--- config.mk ---
export PLATFORM = sky130hd
export DESIGN_NAME = data_bus_arbiter
export DESIGN_NICKNAME = d
export VERILOG_FILES = /design/src/rtl/data_bus_arbiter.sv
export SDC_FILE = /design/constraint.sdc
export NUM_CORES = 1
export LEC_CHECK = 0
export CAP_MARGIN = 5
export CORE_AREA = 10 10 112 114
export CTS_CLUSTER_SIZE = 14
export DETAILED_ROUTE_END_ITERATION = 16
export DIE_AREA = 0 0 122 124
export PLACE_DENSITY = 0.68
export SLEW_MARGIN = 20
export SYNTH_ARGS = -nofsm -noshare
export SYNTH_HDL_FRONTEND = slang
export SYNTH_SLANG_ARGS = --single-unit
--- constraint.sdc ---
create_clock -name i_clock -period 2 [get_ports i_clock]
set_input_delay 0.3 -clock i_clock [delete_from_list [all_inputs] [get_ports i_clock]]
set_output_delay 0.3 -clock i_clock [all_outputs]
set_load 0.005 [all_outputs]
--- src/rtl/data_bus_arbiter.sv ---
// Two-port DataBus arbiter: LSU (port 0) and debug/DMA (port 1) share one memory port.
// Define DATA_BUS_ARBITER_RR_EN for round-robin arbitration; the default build is fixed priority to port 0.

package data_bus_arbiter_pkg;
    localparam int unsigned ADDR_W   = 32;
    localparam int unsigned DATA_W   = 32;
    localparam int unsigned ACCESS_W = 2;

    typedef logic [ADDR_W-1:0]   data_addr_t;
    typedef logic [DATA_W-1:0]   data_t;
    typedef logic [ACCESS_W-1:0] data_access_t;

    typedef struct packed {
        data_addr_t   addr;
        data_access_t access;
        data_t        wdata;
        logic         re;
        logic         we;
    } bus_req_t;
endpackage

module data_bus_arbiter
    import data_bus_arbiter_pkg::*;
(
    input  logic         i_clock,
    input  logic         i_reset,
    input  data_addr_t   m0_addr,
    input  data_access_t m0_access,
    input  data_t        m0_wdata,
    input  logic         m0_re,
    input  logic         m0_we,
    output data_t        m0_rdata,
    output logic         m0_busy,
    input  data_addr_t   m1_addr,
    input  data_access_t m1_access,
    input  data_t        m1_wdata,
    input  logic         m1_re,
    input  logic         m1_we,
    output data_t        m1_rdata,
    output logic         m1_busy,
    output data_addr_t   mem_addr,
    output data_access_t mem_access,
    output data_t        mem_wdata,
    output logic         mem_re,
    output logic         mem_we,
    input  data_t        mem_rdata,
    input  logic         mem_busy,
    output logic [1:0]   o_owner
);

    typedef enum logic [1:0] {
        IDLE = 2'b00,
        GNT0 = 2'b01,
        GNT1 = 2'b10
    } state_t;

    state_t   state;
    state_t   next_state;
    logic     req0;
    logic     req1;
    logic     done0;
    logic     done1;
    logic     pick1;
    logic     pass0;
    bus_req_t bus0;
    bus_req_t bus1;
    bus_req_t bus_mem;

    assign bus0 = '{addr: m0_addr, access: m0_access, wdata: m0_wdata, re: m0_re, we: m0_we};
    assign bus1 = '{addr: m1_addr, access: m1_access, wdata: m1_wdata, re: m1_re, we: m1_we};

    assign req0 = m0_re | m0_we;
    assign req1 = m1_re | m1_we;

    // Owner leaves its grant when the access completes or it withdraws the request
    assign done0 = ~req0 | ~mem_busy;
    assign done1 = ~req1 | ~mem_busy;

`ifdef DATA_BUS_ARBITER_RR_EN
    logic last;

    assign pick1 = ~last;
    assign pass0 = req1;

    // Remember the most recent grantee so a contest goes to the other port
    always_ff @(posedge i_clock) begin
        if (i_reset) begin
            last <= 1'b1;
        end else if (next_state != state) begin
            if (next_state == GNT0) begin
                last <= 1'b0;
            end else if (next_state == GNT1) begin
                last <= 1'b1;
            end
        end
    end
`else
    assign pick1 = 1'b0;
    assign pass0 = 1'b0;
`endif

    always_comb begin
        next_state = state;
        bus_mem    = '0;
        m0_busy    = req0;
        m1_busy    = req1;
        unique case (state)
            IDLE: begin
                if (req0 && req1) begin
                    next_state = pick1 ? GNT1 : GNT0;
                end else if (req0) begin
                    next_state = GNT0;
                end else if (req1) begin
                    next_state = GNT1;
                end
            end
            GNT0: begin
                bus_mem = bus0;
                m0_busy = req0 & mem_busy;
                if (done0) begin
                    next_state = pass0 ? GNT1 : IDLE;
                end
            end
            GNT1: begin
                bus_mem = bus1;
                m1_busy = req1 & mem_busy;
                // A waiting port 0 takes over directly in both arbitration modes
                if (done1) begin
                    next_state = req0 ? GNT0 : IDLE;
                end
            end
            default: begin
                next_state = IDLE;
            end
        endcase
    end

    assign mem_addr   = bus_mem.addr;
    assign mem_access = bus_mem.access;
    assign mem_wdata  = bus_mem.wdata;
    assign mem_re     = bus_mem.re;
    assign mem_we     = bus_mem.we;

    assign m0_rdata = mem_rdata;
    assign m1_rdata = mem_rdata;

    always_ff @(posedge i_clock) begin
        if (i_reset) begin
            state   <= IDLE;
            o_owner <= 2'b00;
        end else begin
            state   <= next_state;
            o_owner <= {next_state == GNT1, next_state == GNT0};
        end
    end

endmodule
==> results of run 1 <==
## layout by cell type (no fill, tap or decap)
master	netlist	final
sky130_fd_sc_hd__and2_1	1	1
sky130_fd_sc_hd__o31ai_1	1	1
sky130_fd_sc_hd__nor2_1	3	3
sky130_fd_sc_hd__buf_16	0	2
sky130_fd_sc_hd__clkdlybuf4s15_1	0	17
sky130_fd_sc_hd__nor2_4	1	1
sky130_fd_sc_hd__o21ai_1	1	1
sky130_fd_sc_hd__a222oi_1	1	1
sky130_fd_sc_hd__clkbuf_8	0	3
sky130_fd_sc_hd__inv_4	0	1
sky130_fd_sc_hd__dlygate4sd2_1	0	18
sky130_fd_sc_hd__a21oi_1	2	2
sky130_fd_sc_hd__clkbuf_2	0	17
sky130_fd_sc_hd__nor2b_2	0	3
sky130_fd_sc_hd__a32o_2	1	1
sky130_fd_sc_hd__a22oi_2	0	30
sky130_fd_sc_hd__and3_1	1	1
sky130_fd_sc_hd__dfxtp_1	4	2
sky130_fd_sc_hd__buf_12	0	9
sky130_fd_sc_hd__o22ai_1	1	1
sky130_fd_sc_hd__nor2b_4	0	1
sky130_fd_sc_hd__dfxtp_2	0	2
sky130_fd_sc_hd__clkdlybuf4s50_1	0	142
sky130_fd_sc_hd__clkbuf_16	0	2
sky130_fd_sc_hd__inv_1	2	1
sky130_fd_sc_hd__nor3_1	1	1
sky130_fd_sc_hd__dlymetal6s2s_1	0	16
sky130_fd_sc_hd__buf_4	64	5
sky130_fd_sc_hd__buf_6	0	1
sky130_fd_sc_hd__ha_4	0	3
sky130_fd_sc_hd__nand2_1	2	2
sky130_fd_sc_hd__nor4_1	1	1
sky130_fd_sc_hd__ha_1	4	1
sky130_fd_sc_hd__a22oi_1	68	38
sky130_fd_sc_hd__nor2b_1	68	64
sky130_fd_sc_hd__inv_2	1	2
## area by class of cell
class	instances	area share, %
clock buffer	3	1.04
inverter	4	0.441
sequential	4	2.08
timing repair buffer	229	59.6
tap	136	4.28
multi-input combinational	157	32.5
## what timing repair did
item / 4_1_cts / 5_1_grt
hold buffers: 0 / 0
endpoints found under the setup margin: 70 / 45
setup buffers: 0 / 6
cloned: 2 / 3
pin swaps: 1 / 10
resized for setup: 71 / 101
## sequential cells by signal (all words and copies together), names as in the netlist
signal   cells
state        2
o_owner      2
## through the flow
step	setup TNS [ns]	utilization, %	instances	instance area, sq um	total power [mW]
detailed placement	-0.577	35.2	519	3600	0.932
global placement	-0.191	35.2	519	3600	0.921
finish	-0.255	38.8	533	3970	1.23
floorplan	0	-	252	1760	0.485
global route	-0.795	38.8	533	3970	1.31
CTS	-3.19	36.5	524	3730	1.13
## cells by family after synthesis
logic type	after synthesis	synth area share [%]
AOI/OAI and AO/OA	75	31.9
adders and majority gates	4	2.85
buffers and inverters	91	33.5
DFF	4	4.55
and+or+nand+nor	78	27.2
## power groups by stage
stage	clock network, mW	registers, mW	logic, mW
4_1_cts	0.176	0.0904	0.868
6_report	0.173	0.0914	0.962
3_3_place_gp	0	0.0902	0.831
5_1_grt	0.187	0.0922	1.03
3_5_place_dp	0	0.0904	0.842
2_1_floorplan	0	0.0917	0.393
## how the worst max path moves through the flow
stage / start / end / slack (ns)
global route: state[1] / mem_addr[26] / -0.16
CTS: state[0] / mem_addr[17] / -0.20
floorplan: state[0] / mem_addr[10] / 0.30
detailed placement: state[0] / mem_wdata[19] / -0.09
finish: state[1] / mem_addr[26] / -0.10
global placement: state[0] / mem_wdata[19] / -0.09
## layer usage
layer / up-vias / wire [um] / track usage [%]
li1: 1120 / - / -
met1: 1104 / 3490 / 10.5
met2: 155 / 6120 / 24.8
met3: 24 / 1230 / 5.25
met4: 0 / 278 / 5.59
met5: - / 0 / 0
==> results.md, run 1 <==
- The global route total overflow is 0.
- The number of nets in the layout is 574.
- CTS built an H-tree with a depth of 1.
- The worst hold margin is around 0.60 ns.
- The total power divided by cell area is 309 nW/um^2.
- In this design, the stage delay of the slowest critical-path cell is 0.50 ns.
- The average vias per placed instance is 4.51.
- The critical path buffer and inverter count is 3.
- The number of cell rows is 37.
- The share of the yosys chip area belonging to registers is between 4 and 5%.
- The average wire per cell in the routed design is about 21 um.
- Global routing consumed, over all layers together, 12.5% of the routing resources.
- The reg-to-reg critical path startpoint is state[0].
- The endpoint identified for the worst register-to-register timing path is o_owner[1].
- The dominant cell type by area after synthesis is sky130_fd_sc_hd__a22oi_1.
- STA puts the critical path data required time at 1.70 ns.
- The leakage component of the power is 1.69 nW.
- VDD sags by at most ~0.17 mV.
- The reported max-cap violation count is 0.
- The setup slack of the critical path after layout is -0.102 ns.
- The yosys synthesis warning count is 0.
- The signal on the critical path passes through inv_2 > ha_4 > buf_12 > nor2b_2 > clkdlybuf4s50_1.
- Clock tree synthesis inserted a total of 3 buffers.
- The run finished, with violations left.
- The worst setup path is of the flip-flop to output port kind.
- Entering global routing, the biggest net connects 37 pins.
- The time the worst path needs with I/O delays and setup is 2.10 ns.
- The count of cell instances traversed by the critical path is 5.
- The worst-case reg-to-reg path depth is 7.
- Summing all multi-input logic gate instances after layout gives 1290 sq um.
- Synthesis produced a netlist with a net count of 427.
- Yosys attributes the largest share of cell area to sky130_fd_sc_hd__a22oi_1 29%, sky130_fd_sc_hd__buf_4 27%, sky130_fd_sc_hd__nor2b_1 24%.
- Clock tree synthesis found a total of 4 sinks.
- The clock passes through at most 2 buffers.
- The post-synthesis area per instance is 6.98 sq um.
- The initial cell density of the core is 17.2%.
- STA classifies the critical path startpoint as a flip-flop.
- Along the worst hold path, the cell count comes to 0.
- The floorplan step set the die height to 124 um.
- The data arrival time of the critical path is 1.80 ns.
- Of all nets on the critical path, the largest fanout is 36.
- The overall die area is 15,100 sq um.
- The number of library cell types mapped by synthesis is 23.
- The first global-routing pass estimated 14,700 um of wire.
- The critical-path cell with the highest stage delay is sky130_fd_sc_hd__clkdlybuf4s50_1.
- The area growth from synthesis to layout is 126%.
- In the synthesized netlist, the cells that appear most often are 68 x sky130_fd_sc_hd__a22oi_1, 68 x sky130_fd_sc_hd__nor2b_1, 64 x sky130_fd_sc_hd__buf_4.
- The worst hold-check path type is primary input to output port.
- In the synthesized netlist the dominant register cell turns out to be sky130_fd_sc_hd__dfxtp_1.
- The internal reg-to-reg setup slack is 0.33 ns.
- The number of port buffers is 210.
- The core region is 10,200 sq um.
- Summed over all nets, the switching power comes to roughly 400 uW.
- For hold timing, the worst endpoint is m0_rdata[19].
- The part of the power in combinational logic is 78.4%.
- The number of global-route vias before repair is around 2,500.
- The async set-reset flop share out of synthesis is 0%.
- The detailed placement HPWL is 8590 um.
- The share of the cycle needed by the critical path after routing is 105%.
- The startpoint of the tightest hold check path is mem_rdata[19].
- Synthesis inferred 4 register bits.
- The kind of capture point of the worst setup path is an output port.
- Static timing analysis puts the maximum clock frequency at 476 MHz.
- The number of antenna violations at the first check in global routing is 0.
- The sequential share of power is approximately 7.5%.
- 307 I/O pins were placed.
- The count of pins over their slew limit is 0.
- The proportion of power drawn by the clock network is 14.1%.
- The fraction of layout cells with a size suffix above 1 is 20.9%.
- The number of flops mapped to enable cells by yosys is 0.
- The clock latency on the worst-skew pair is 0.22 ns.
- The clock slew seen by the registers of the worst setup and hold paths is 0.03 ns.
- The number of remaining DRC errors is 0.
- The synthesized design devotes to its leading area cell type 29.0% of total area.
- The routed layout has 2,403 vias.
- The clock tree from TritonCTS is done.
- The weighted congestion at the end of routability-driven global placement is around 0.84.
- The internal power summed over all cells is 820 uW.
- The detailed-router iteration count before antenna repair is 4.
- The worst-case headroom to the max-slew limit is ~68%.
- Across the routed clock network, the largest skew measured is 0.00212 ns.
- The count of routing violations after the opening detailed-route iteration is 64.
- The total wirelength of the detailed-routed design is 11,100 um.
- The residual antenna-violating net count after detailed routing is 0.
- The net switching share of the total power is 33.1%.
- The die is between 100 and 150 um wide.
- For the pin with the worst max-slew slack, the measured transition is 0.477 ns.
- The checks that failed: setup timing.
- The number of diodes is 0.
- Counting the fill cells in the layout gives 1,027.
- The cell area after technology mapping is 1760 sq um.
- The minimum setup slack after placement is -0.0919 ns.
- The final hold violation count came to 0.
- The cell count after synthesis came out at 252.
- The area taken by flip-flops and latches is 82.6 sq um.
- Setup violations remaining at the end of the flow were counted as 5.
- The master cell of the clock root buffer is sky130_fd_sc_hd__clkbuf_8.
- Setup repair after global routing could not meet its margin everywhere.
- The cell type group with the largest total delay on the critical path is buffers and inverters.
Power figures use the tool's default switching activity.
==> inputs of run 2 (changes only) <==
--- a/config.mk
+++ b/config.mk
@@ -6,11 +6,11 @@
 export NUM_CORES = 1
 export LEC_CHECK = 0
 export CAP_MARGIN = 5
-export CORE_AREA = 10 10 112 114
+export CORE_AREA = 10 10 111 113
 export CTS_CLUSTER_SIZE = 14
 export DETAILED_ROUTE_END_ITERATION = 16
-export DIE_AREA = 0 0 122 124
-export PLACE_DENSITY = 0.68
+export DIE_AREA = 0 0 121 123
+export DONT_BUFFER_PORTS = 1
 export SLEW_MARGIN = 20
 export SYNTH_ARGS = -nofsm -noshare
 export SYNTH_HDL_FRONTEND = slang
==> run 2 against run 1 <==
Net effect:
- critical path depth unchanged
- via count fell by 33%
- wire length is 30% lower
- largest power group unchanged
- clock power barely moved
- die area down 1.6%
- fmax is 11% higher
- first-iteration DRC count grew 47%
- non-clock buffer count down 223
- sequential share of layout area grew 3.2 points
- power down 45%
- worst hold slack got worse by 0.44 ns
- sequential cell count unchanged
- the flow now finishes without violations
==> results.md, run 2 (synthesis results as in run 1) <==
- The TritonCTS buffer count came to 3 (unchanged).
- Compared with the post-synthesis result, the final layout area differs by -13.2%.
- The count of pins over their slew limit was 0 (unchanged).
- The number of cell rows is 37 (unchanged).
- The worst hold-check path type is primary input to flip-flop.
- The overall die area was 14,900 sq um (-1.6%).
- The initial cell density of the core is 17.4% (+0.16 points).
- The data arrival time of the critical path is 1.59 ns (-0.21 ns).
- The internal reg-to-reg setup slack was 0.23 ns (-0.10 ns).
- The count of routing violations after the opening detailed-route iteration is 94 (+47%).
- The number of port buffers is 0 (-100%).
- The clock slew seen by the registers of the worst setup and hold paths came to 0.03 ns (about the same).
- The number of remaining DRC errors is 0 (unchanged).
- The share of the cycle needed by the critical path after routing is 94.4% (-11 points).
- The time the worst path needs with I/O delays and setup was 1.89 ns (-0.215 ns).
- The final setup TNS is 0 ns (+0.255 ns).
- The detailed placement HPWL is 6070 um (-29%).
- The final count of negative-setup-slack endpoints is 0 (-5).
- The via count is 1,601 (-33%).
- The actual slew at the worst max-slew pin came to 0.420 ns (-0.0567 ns).
- The worst setup path is captured at an output port.
- The worst-case reg-to-reg path depth is 7 (unchanged).
- Walking the worst path, the cells encountered are inv_2 > ha_4 > buf_12 > a22oi_1 > nor2b_1.
- The critical path buffer and inverter count came to 2 (-1).
- The critical-path cell with the highest stage delay is sky130_fd_sc_hd__dfxtp_1.
- The clock sink count was 4 (unchanged).
- The largest net degree at the start of global routing was 69 (+86%).
- The maximum vdd ir drop is 0.157 mV (-7.0%).
- The largest fanout on the critical path is 38 (+5.6%).
- The global route total overflow is 0 (unchanged).
- The die height is 123 um (-0.81%).
- The die width is 121 um (-0.82%).
- The clock latency on the worst-skew pair is 0.22 ns (about the same).
- The count of boundary I/O pins is 307 (unchanged).
- Setup repair after global routing left no endpoint under its margin.
- The residual antenna-violating net count after detailed routing is 0 (unchanged).
- The number of antenna violations at the first check in global routing is 0 (unchanged).
- The buffer levels on the longest clock path is 2 (unchanged).
- In this run the most critical hold path is launched from i_reset.
- The worst-case headroom to the max-slew limit is 72.0% (+3.8 points).
- The weighted congestion at the end of routability-driven global placement is 0.694 (-17%).
- The final cell count without fillers is 310 (-42%).
- The reg-to-reg endpoint is o_owner[0].
- The reg-to-reg critical path startpoint is state[1].
- In the final layout, the registers with the most flip-flops are o_owner (2), state (2).
- The maximum level of the CTS H-tree is 1 (unchanged).
- The worst setup path is launched from a flip-flop.
- The instance count along the most critical hold path is 1 (+1).
- The detailed-router iteration count before antenna repair came to 4 (unchanged).
- The cell sitting at the root of the clock tree is a sky130_fd_sc_hd__clkbuf_8.
- In the layout the commonest cells are 68 x sky130_fd_sc_hd__a22oi_1, 66 x sky130_fd_sc_hd__nor2b_1, 4 x sky130_fd_sc_hd__dfxtp_1.
- The final hold violation count is 0 (unchanged).
- The flow ran to the end, and the final reports show no timing, DRC or antenna violations.
- The reported max-cap violation count came to 0 (unchanged).
- The total core area was 10,100 sq um (-0.91%).
- The average wire per cell in the routed design was 25.2 um (+21%).
- The most frequent standard cell in the layout excluding fill and tap cells is sky130_fd_sc_hd__a22oi_1.
- The leakage component of the power was 0.373 nW (-78%).
- The number of placed instances, taps included was 305 (-41%).
- The maximum clock frequency is 530 MHz (+11%).
- The total wirelength of the detailed-routed design is 7810 um (-30%).
- The delay contributed by the slowest stage of the critical path was 0.34 ns (-0.16 ns).
- The global-route usage over all layers is 8.17% (-4.3 points).
- For hold timing, the worst endpoint is state[0].
- The clock tree from TritonCTS is done.
- The number of nets in the layout was 351 (-39%).
- The worst clock skew was 0.00297 ns (+0.000850 ns).
- The fraction of layout cells with a size suffix above 1 is 10.3% (-11 points).
- The critical path data required time is 1.70 ns (about the same).
- The number of diodes is 0 (unchanged).
- The global-route wire length before repair came to 10,000 um (-32%).
- The total power divided by cell area is 439 nW/um^2 (+42%).
- The worst setup path is of the flip-flop to output port kind.
- The cell type group with the largest total delay on the critical path is buffers and inverters.
- The average vias per placed instance is 5.16 (+15%).
- The number of global-route vias before repair is 1,707 (-32%).
run 2: worst max path at each step:
stage	endpoint	slack, ns	cells after the start	start
3_5_place_dp	mem_access[0]	0.07	5	state[0]
3_3_place_gp	mem_wdata[30]	0.15	5	state[0]
2_1_floorplan	mem_addr[10]	0.30	5	state[0]
4_1_cts	mem_wdata[23]	0.002	4	state[0]
5_1_grt	mem_addr[25]	0.01	5	state[1]
6_report	mem_access[0]	0.11	5	state[0]
run 2: per-layer routing:
layer  vias to the layer above  wire, um  GRT usage [%]
met5                         -         0              0
met4                         0       342           5.51
met3                        37      1080           4.10
met2                       164      4030           14.7
met1                       734      2360           7.07
li1                        666         -              -
run 2: cell type report:
type | instances | area, sq um
fill | 1149 | 8610
tap | 136 | 170
sequential | 4 | 80.1
clock buffer | 3 | 41.3
multi-input combinational | 157 | 1120
inverter | 4 | 15.0
timing repair buffer | 6 | 98.8
run 2: where the power goes:
part / leakage (nW) / switching [mW] / internal, mW
logic: 0.319 / 0.221 / 0.183
registers: 0.0329 / 0.00654 / 0.0867
clock network: 0.0216 / 0.0450 / 0.129
total: 0.373 / 0.272 / 0.398
run 2: what timing repair did:
item	in CTS	in global routing
setup endpoints to repair	40	68
hold buffers	0	0
gates cloned	0	1
resized for setup	3	5
buffers inserted	0	1
run 2: per-stage QoR:
stage	util [%]	hold WS [ns]	power [mW]	cell area (sq um)	setup WS, ns
finish	15.1	0.157	0.670	1530	0.113
global route	15.1	0.153	0.718	1530	0.0141
CTS	14.5	0.156	0.635	1470	0.00170
detailed placement	14.0	0.386	0.454	1420	0.0659
global placement	14.0	0.381	0.433	1420	0.150
floorplan	-	0.377	0.485	1760	0.302
run 2: worst register-to-register path, cell delays in order, from the launching register on:
cell and delay [ns]:
sky130_fd_sc_hd__dfxtp_1 0.35, sky130_fd_sc_hd__inv_1 0.17, sky130_fd_sc_hd__ha_2 0.23, sky130_fd_sc_hd__buf_6 0.23, sky130_fd_sc_hd__nand2_1 0.09, sky130_fd_sc_hd__o22ai_1 0.18
sky130_fd_sc_hd__a222oi_1 0.13, sky130_fd_sc_hd__nor4_1 0.28
==> inputs of run 3 (changes only) <==
--- a/config.mk
+++ b/config.mk
@@ -6,11 +6,11 @@
 export NUM_CORES = 1
 export LEC_CHECK = 0
 export CAP_MARGIN = 5
-export CORE_AREA = 10 10 111 113
+export CORE_AREA = 10 10 112 114
 export CTS_CLUSTER_SIZE = 14
 export DETAILED_ROUTE_END_ITERATION = 16
-export DIE_AREA = 0 0 121 123
-export DONT_BUFFER_PORTS = 1
+export DIE_AREA = 0 0 122 124
+export PLACE_DENSITY = 0.68
 export SLEW_MARGIN = 20
 export SYNTH_ARGS = -nofsm -noshare
 export SYNTH_HDL_FRONTEND = slang
==> results of run 3 <==
Final layout, timing and power as in run 1 (identical DEF).
